### src/rtl/negpulse_generator_if.sv
// negpulse_generator_if: trigger/settings and pulse-train status bundle for negpulse_generator
interface negpulse_generator_if #(
  parameter int CNT_W = 16,
  parameter int NP_W  = 8
);
  logic             trig;
  logic [CNT_W-1:0] delay;
  logic [CNT_W-1:0] width;
  logic [CNT_W-1:0] gap;
  logic [NP_W-1:0]  npulses;
  logic             y;
  logic             busy;
  logic             done;
  logic             trig_drop;
  modport master (
    output trig, delay, width, gap, npulses,
    input  y, busy, done, trig_drop
  );
  modport slave (
    input  trig, delay, width, gap, npulses,
    output y, busy, done, trig_drop
  );
endinterface

### src/rtl/negpulse_generator.sv
// negpulse_generator: turns a trig strobe into a train of active-low pulses
// with programmable delay, width, gap and count; all outputs registered.
module negpulse_generator #(
  parameter int CNT_W = 16,
  parameter int NP_W  = 8
) (
  input  logic                clk,
  input  logic                rst_n,
  negpulse_generator_if.slave bus
);
  typedef enum logic [1:0] {IDLE, DELAY, LOW, GAP} state_t;
  state_t           r_state, w_state;
  logic [CNT_W-1:0] r_cnt, w_cnt;
  logic [CNT_W-1:0] r_wm1, w_wm1;
  logic [CNT_W-1:0] r_gm1, w_gm1;
  logic [NP_W-1:0]  r_rem, w_rem;
  logic             r_y, w_y;
  logic             r_busy, w_busy;
  logic             r_done, w_done;
  logic             r_drop, w_drop;
  logic [CNT_W-1:0] w_in_wm1, w_in_gm1;
  logic [NP_W-1:0]  w_in_nm1;
  logic             w_cnt_zero;
  // settings are held as (value-1) with 0 clamped to 1, so a zero count marks the last cycle
  assign w_in_wm1   = (bus.width == '0) ? '0 : bus.width - CNT_W'(1);
  assign w_in_gm1   = (bus.gap == '0) ? '0 : bus.gap - CNT_W'(1);
  assign w_in_nm1   = (bus.npulses == '0) ? '0 : bus.npulses - NP_W'(1);
  assign w_cnt_zero = (r_cnt == '0);
  always_comb begin
    w_state = r_state;
    w_cnt   = r_cnt;
    w_wm1   = r_wm1;
    w_gm1   = r_gm1;
    w_rem   = r_rem;
    w_y     = r_y;
    w_busy  = r_busy;
    w_done  = 1'b0;
    w_drop  = bus.trig && (r_state != IDLE);
    case (r_state)
      IDLE: if (bus.trig) begin
        w_busy  = 1'b1;
        w_wm1   = w_in_wm1;
        w_gm1   = w_in_gm1;
        w_rem   = w_in_nm1;
        w_state = (bus.delay == '0) ? LOW : DELAY;
        w_y     = (bus.delay != '0);
        w_cnt   = (bus.delay == '0) ? w_in_wm1 : bus.delay - CNT_W'(1);
      end
      DELAY: begin
        w_state = w_cnt_zero ? LOW : DELAY;
        w_y     = !w_cnt_zero;
        w_cnt   = w_cnt_zero ? r_wm1 : r_cnt - CNT_W'(1);
      end
      LOW: if (w_cnt_zero) begin
        w_y     = 1'b1;
        w_state = (r_rem == '0) ? IDLE : GAP;
        w_busy  = (r_rem != '0);
        w_done  = (r_rem == '0);
        w_rem   = (r_rem == '0) ? r_rem : r_rem - NP_W'(1);
        w_cnt   = r_gm1;
      end else begin
        w_cnt = r_cnt - CNT_W'(1);
      end
      GAP: begin
        w_state = w_cnt_zero ? LOW : GAP;
        w_y     = !w_cnt_zero;
        w_cnt   = w_cnt_zero ? r_wm1 : r_cnt - CNT_W'(1);
      end
      default: w_state = IDLE;
    endcase
  end
  always_ff @(posedge clk or negedge rst_n) begin
    if (!rst_n) begin
      r_state <= IDLE;
      r_cnt   <= '0;
      r_wm1   <= '0;
      r_gm1   <= '0;
      r_rem   <= '0;
      r_y     <= 1'b1;
      r_busy  <= 1'b0;
      r_done  <= 1'b0;
      r_drop  <= 1'b0;
    end else begin
      r_state <= w_state;
      r_cnt   <= w_cnt;
      r_wm1   <= w_wm1;
      r_gm1   <= w_gm1;
      r_rem   <= w_rem;
      r_y     <= w_y;
      r_busy  <= w_busy;
      r_done  <= w_done;
      r_drop  <= w_drop;
    end
  end
  assign bus.y         = r_y;
  assign bus.busy      = r_busy;
  assign bus.done      = r_done;
  assign bus.trig_drop = r_drop;
endmodule

### src/flat_wrapper.sv
// flat-port wrapper written by rule: the top's interface ports become plain ports
module negpulse_generator_flat 
#(
  parameter int CNT_W = 16,
  parameter int NP_W  = 8
)
  (clk, rst_n, bus_trig, bus_delay, bus_width, bus_gap, bus_npulses, bus_y, bus_busy, bus_done, bus_trig_drop);
  negpulse_generator_if #(.CNT_W(CNT_W), .NP_W(NP_W)) bus_i ();
  input  logic clk;
  input  logic rst_n;
  input wire logic [$bits(bus_i.trig)-1:0] bus_trig;
  input wire logic [$bits(bus_i.delay)-1:0] bus_delay;
  input wire logic [$bits(bus_i.width)-1:0] bus_width;
  input wire logic [$bits(bus_i.gap)-1:0] bus_gap;
  input wire logic [$bits(bus_i.npulses)-1:0] bus_npulses;
  output wire logic [$bits(bus_i.y)-1:0] bus_y;
  output wire logic [$bits(bus_i.busy)-1:0] bus_busy;
  output wire logic [$bits(bus_i.done)-1:0] bus_done;
  output wire logic [$bits(bus_i.trig_drop)-1:0] bus_trig_drop;
  assign bus_i.trig = bus_trig;
  assign bus_i.delay = bus_delay;
  assign bus_i.width = bus_width;
  assign bus_i.gap = bus_gap;
  assign bus_i.npulses = bus_npulses;
  assign bus_y = bus_i.y;
  assign bus_busy = bus_i.busy;
  assign bus_done = bus_i.done;
  assign bus_trig_drop = bus_i.trig_drop;
  negpulse_generator #(.CNT_W(CNT_W), .NP_W(NP_W)) u_core (.clk(clk), .rst_n(rst_n), .bus(bus_i));
endmodule
### config.mk
export PLATFORM = sky130hd
export DESIGN_NAME = negpulse_generator_flat
export DESIGN_NICKNAME = d
export VERILOG_FILES = /design/src/rtl/negpulse_generator_if.sv /design/src/rtl/negpulse_generator.sv /design/src/flat_wrapper.sv
export SDC_FILE = /design/constraint.sdc
export NUM_CORES = 1
export LEC_CHECK = 0
export ABC_AREA = 1
export CORE_UTILIZATION = 50
export CTS_CLUSTER_DIAMETER = 60
export DETAILED_ROUTE_END_ITERATION = 6
export PLACE_DENSITY = 0.73
export RECOVER_POWER = 50
export SYNTH_ARGS = -nofsm -noshare
export SYNTH_HDL_FRONTEND = slang
export SYNTH_SLANG_ARGS = --single-unit
### constraint.sdc
create_clock -name clk -period 1.95 [get_ports clk]
set_input_delay 0.39 -clock clk [delete_from_list [all_inputs] [get_ports clk]]
set_output_delay 0.39 -clock clk [all_outputs]
set_load 0.02 [all_outputs]
==> results summary <==
The CTS buffer count came out at 9. The clock drives 62 sinks. Fill cells in the final layout number 884. The leakage component of the power came out at 0.00354 uW. The startpoint identified for the worst register-to-register timing path is u_core.r_state[0]$_DFFE_PN0P_. The antenna diode instance count is 0. In the routed layout, each cell is associated on average with a via count of 5.38. The remaining antenna violation count after routing is 0.

The floorplan has 36 rows. The hold slack is 0.487 ns. The number of maximum-capacitance violations came out at 0.

The slack of the worst reg-to-reg path came out at 0.12 ns. The worst reg-to-reg path cell count came out at 9. Leaving out fill and tap cells, the most frequent cell in the layout is sky130_fd_sc_hd__nand2_1.

The largest fanout on the critical path is 16. The final critical path time including I/O delays and setup is 1.91 ns. The flow ran to the end, and the final reports show no timing, DRC or antenna violations. The data required time of the critical path came out at 2.19 ns. The largest net degree at the start of global routing came out at 46. The area overhead of the layout relative to synthesis came out at 34.3%. For this run, the number of Yosys warnings is 0. The number of instances on the worst hold path is 2. The final max-slew violation count came out at 0. The via count of the routed design came out at 5,996. Each instance of the synthesized netlist takes up on average 6.40 um^2. When the netlist entered floorplanning its net count stood at 881. In this run the vertical extent of the chip is 104 um. The endpoint identified for the worst register-to-register timing path is u_core.r_cnt[9]$_DFFE_PN0P_. The top cell types in the final layout, fill and taps aside, are sky130_fd_sc_hd__nand2_1, sky130_fd_sc_hd__buf_4, sky130_fd_sc_hd__nor2_1, sky130_fd_sc_hd__inv_1, sky130_fd_sc_hd__nand3_1.

TritonCTS built the clock tree. In the final routed layout, each cell accounts on average for 14.9 um. Summed over all layers, the global routing overflow is 0. The worst hold path belongs to the class reg2reg. The placed wire-length estimate after detailed placement is 13,300 um. The placer congestion estimate came out at 0.994. sky130_fd_sc_hd__dfrtp_1 takes more of the synthesized area than any other cell. In the final layout, the share of cells above drive strength 1 is 18.2%. The first global-routing pass estimated 27,000 um of wire.

After floorplanning, the core was sized to cover 0.00995 mm^2. The total detailed-routing wirelength came out at 16,600 um. The cell sitting at the root of the clock tree is a sky130_fd_sc_hd__clkbuf_8. The source-to-sink clock delay at the later pin of the worst-skew pair came out at 0.36 ns. The most used flip-flop cell after synthesis is sky130_fd_sc_hd__dfrtp_1. In the post-synthesis netlist, the biggest area contributors are sky130_fd_sc_hd__dfrtp_1, sky130_fd_sc_hd__nand2_1, sky130_fd_sc_hd__nor2_1, sky130_fd_sc_hd__inv_1, sky130_fd_sc_hd__nand3_1. The number of global-route vias before repair is 5,789. The overall routing resource usage came out at 31.5%. The number of distinct library cell variants in the gate-level netlist after synthesis is 41. The number of detailed-routing iterations run before antenna repair came out at 6. The worst hold path begins at u_core.bus.y$_DFFE_PN1P_.

The effective utilization at floorplan is 52.3%. The number of hold violations in the final report came out at 0. The maximum buffer depth of the clock tree came out at 2. The category of the critical setup timing path is in2reg. Counting flops and latches in the post-synthesis netlist gives 62. The relative max-transition margin is 32.1%. The maximum resistive drop on vdd came out at 0.609 mV. Summing every instance area after synthesis gives 0.00521 mm^2.

The post-layout net count is 1,043. The post-synthesis cell count is 814. The H-tree level count is 3. For this run, the top clock speed supported by timing is 525 MHz. The I/O pin count is 63. In the routed design, unresolved DRC markers number 0.

The actual transition at the worst max-transition pin came out at 1.02 ns. The sequential cell area fraction in the yosys report came out at 29.8%. For hold timing, the worst endpoint is u_core.bus.y$_DFFE_PN1P_. The number of port buffers came out at 62. The proportion of synthesized flip-flops having asynchronous set or reset came out at 100%.

The final critical-path share of the clock period came out at 97.8%. Setup violations remaining at the end of the flow were counted as 0. The initial antenna violation count was 0. STA classifies the critical path endpoint as a register.

The DRC marker count from the first detailed-route iteration came out at 393. The number of enable flip-flop cells after synthesis came out at 0. The area taken by flip-flops and latches came out at 0.00155 mm^2.

The critical path arrival came out at 2.14 ns. The total power density per cell area came out at 989 mW/mm^2. The startpoint type of the worst setup path is an input pin. In this run the biggest area consumer among cell types represents 29.3% of the synthesized area.

The clock-pin slew of the registers on the worst-case setup and hold paths came out at 0.08 ns. The final clock skew is 0.0135 ns. The die footprint is 0.0108 mm^2. The die extent in x is 104 um. The area occupied by multi-input gates came out at 0.00320 mm^2. The end-of-flow core utilization came out at 70.3%.
-- sequential cells by signal (all words and copies together) (netlist names) --
name and count:
u_core.r_wm1 16, u_core.r_rem 8, u_core.r_cnt 16, u_core.bus.busy 1
u_core.r_state 2, u_core.bus.done 1, u_core.r_gm1 16, u_core.bus.trig_drop 1
u_core.bus.y 1
-- worst max-delay path: stages --
cell and delay [ns]:
sky130_fd_sc_hd__clkdlybuf4s50_1 0.41, sky130_fd_sc_hd__inv_1 0.11, sky130_fd_sc_hd__ha_4 0.16, sky130_fd_sc_hd__nand3_1 0.13, sky130_fd_sc_hd__nor2_2 0.15, sky130_fd_sc_hd__nand2_2 0.11, sky130_fd_sc_hd__buf_12 0.16, sky130_fd_sc_hd__nand2_1 0.11
sky130_fd_sc_hd__nor2_1 0.06, sky130_fd_sc_hd__nor2_1 0.16, sky130_fd_sc_hd__nand2_1 0.08, sky130_fd_sc_hd__nand2_1 0.06, sky130_fd_sc_hd__o21ai_1 0.06
-- cells by family (layout without fill, tap and decap cells) --
family | count (synthesis) | count (layout) | synth area share [%]
simple gates | 500 | 500 | 43.5
buf+inv | 125 | 292 | 10.1
compound gates | 96 | 96 | 10.7
flops | 62 | 62 | 29.8
xor+xnor | 23 | 23 | 3.87
fa+ha+maj | 8 | 8 | 1.92
-- cell usage after synthesis (all sizes together) (11+ instances only) --
master,instances
nand3b,18
dfrtp,61
nor2,119
nand3,71
nor3,11
nand2,261
o22ai,16
xor2,16
o21ai,63
buf,14
nand4,15
inv,105
-- area by class of cell --
cell class                      count  share of cell area [%]
Sequential cell                    62                    22.2
Clock buffer                       11                    2.16
Tap cell                          133                    2.38
Multi-Input combinational cell    627                    45.7
Timing Repair Buffer              169                    20.5
Clock inverter                      5                    1.16
Inverter                          107                    5.85
-- where the power goes --
group | switching (uW) | leakage [uW] | internal (uW)
combinational | 1900 | 0.00267 | 1310
clock | 557 | 0.000116 | 789
sequential | 487 | 0.000753 | 1880
-- per-stage QoR --
step	TNS (ns)	setup WS [ns]	power [uW]	area (um^2)	cells
finish	0	0.0435	6930	7000	1114
global route	-0.0263	-0.0160	7440	7000	1114
CTS	0	0.0287	6850	6930	1113
detailed placement	-6.75	-0.437	5470	6690	1096
global placement	-4.02	-0.307	5400	6690	1096
floorplan	0	0.282	4370	5210	814
-- worst max-delay path by stage --
stage,startpoint,end,slack (ns)
floorplan,u_core.r_rem[0]$_DFFE_PN0P_,u_core.r_rem[4]$_DFFE_PN0P_,0.28
CTS,bus_width[0],u_core.r_cnt[0]$_DFFE_PN0P_,0.03
detailed placement,bus_width[0],u_core.r_cnt[1]$_DFFE_PN0P_,-0.44
global placement,bus_width[0],u_core.r_cnt[1]$_DFFE_PN0P_,-0.31
finish,bus_width[1],u_core.r_cnt[0]$_DFFE_PN0P_,0.04
global route,bus_width[0],u_core.r_cnt[0]$_DFFE_PN0P_,-0.02
-- metal layers --
metal / GRT usage (%) / share of wire [%]
met1: 37.6 / 41
met4: 11.7 / 3.3
met2: 55.7 / 49
met5: 0 / 0
met3: 6.14 / 6.0
-- what timing repair did --
action / in CTS / in global routing
endpoints found under the hold margin: 16 / 0
resized for setup: 2 / 14
hold buffers: 1 / 0
setup buffers: 0 / 1
endpoints found under the setup margin: 2 / 19
pin swaps: 0 / 5
gates cloned: 0 / 0
(Power assumes the default switching activity.)
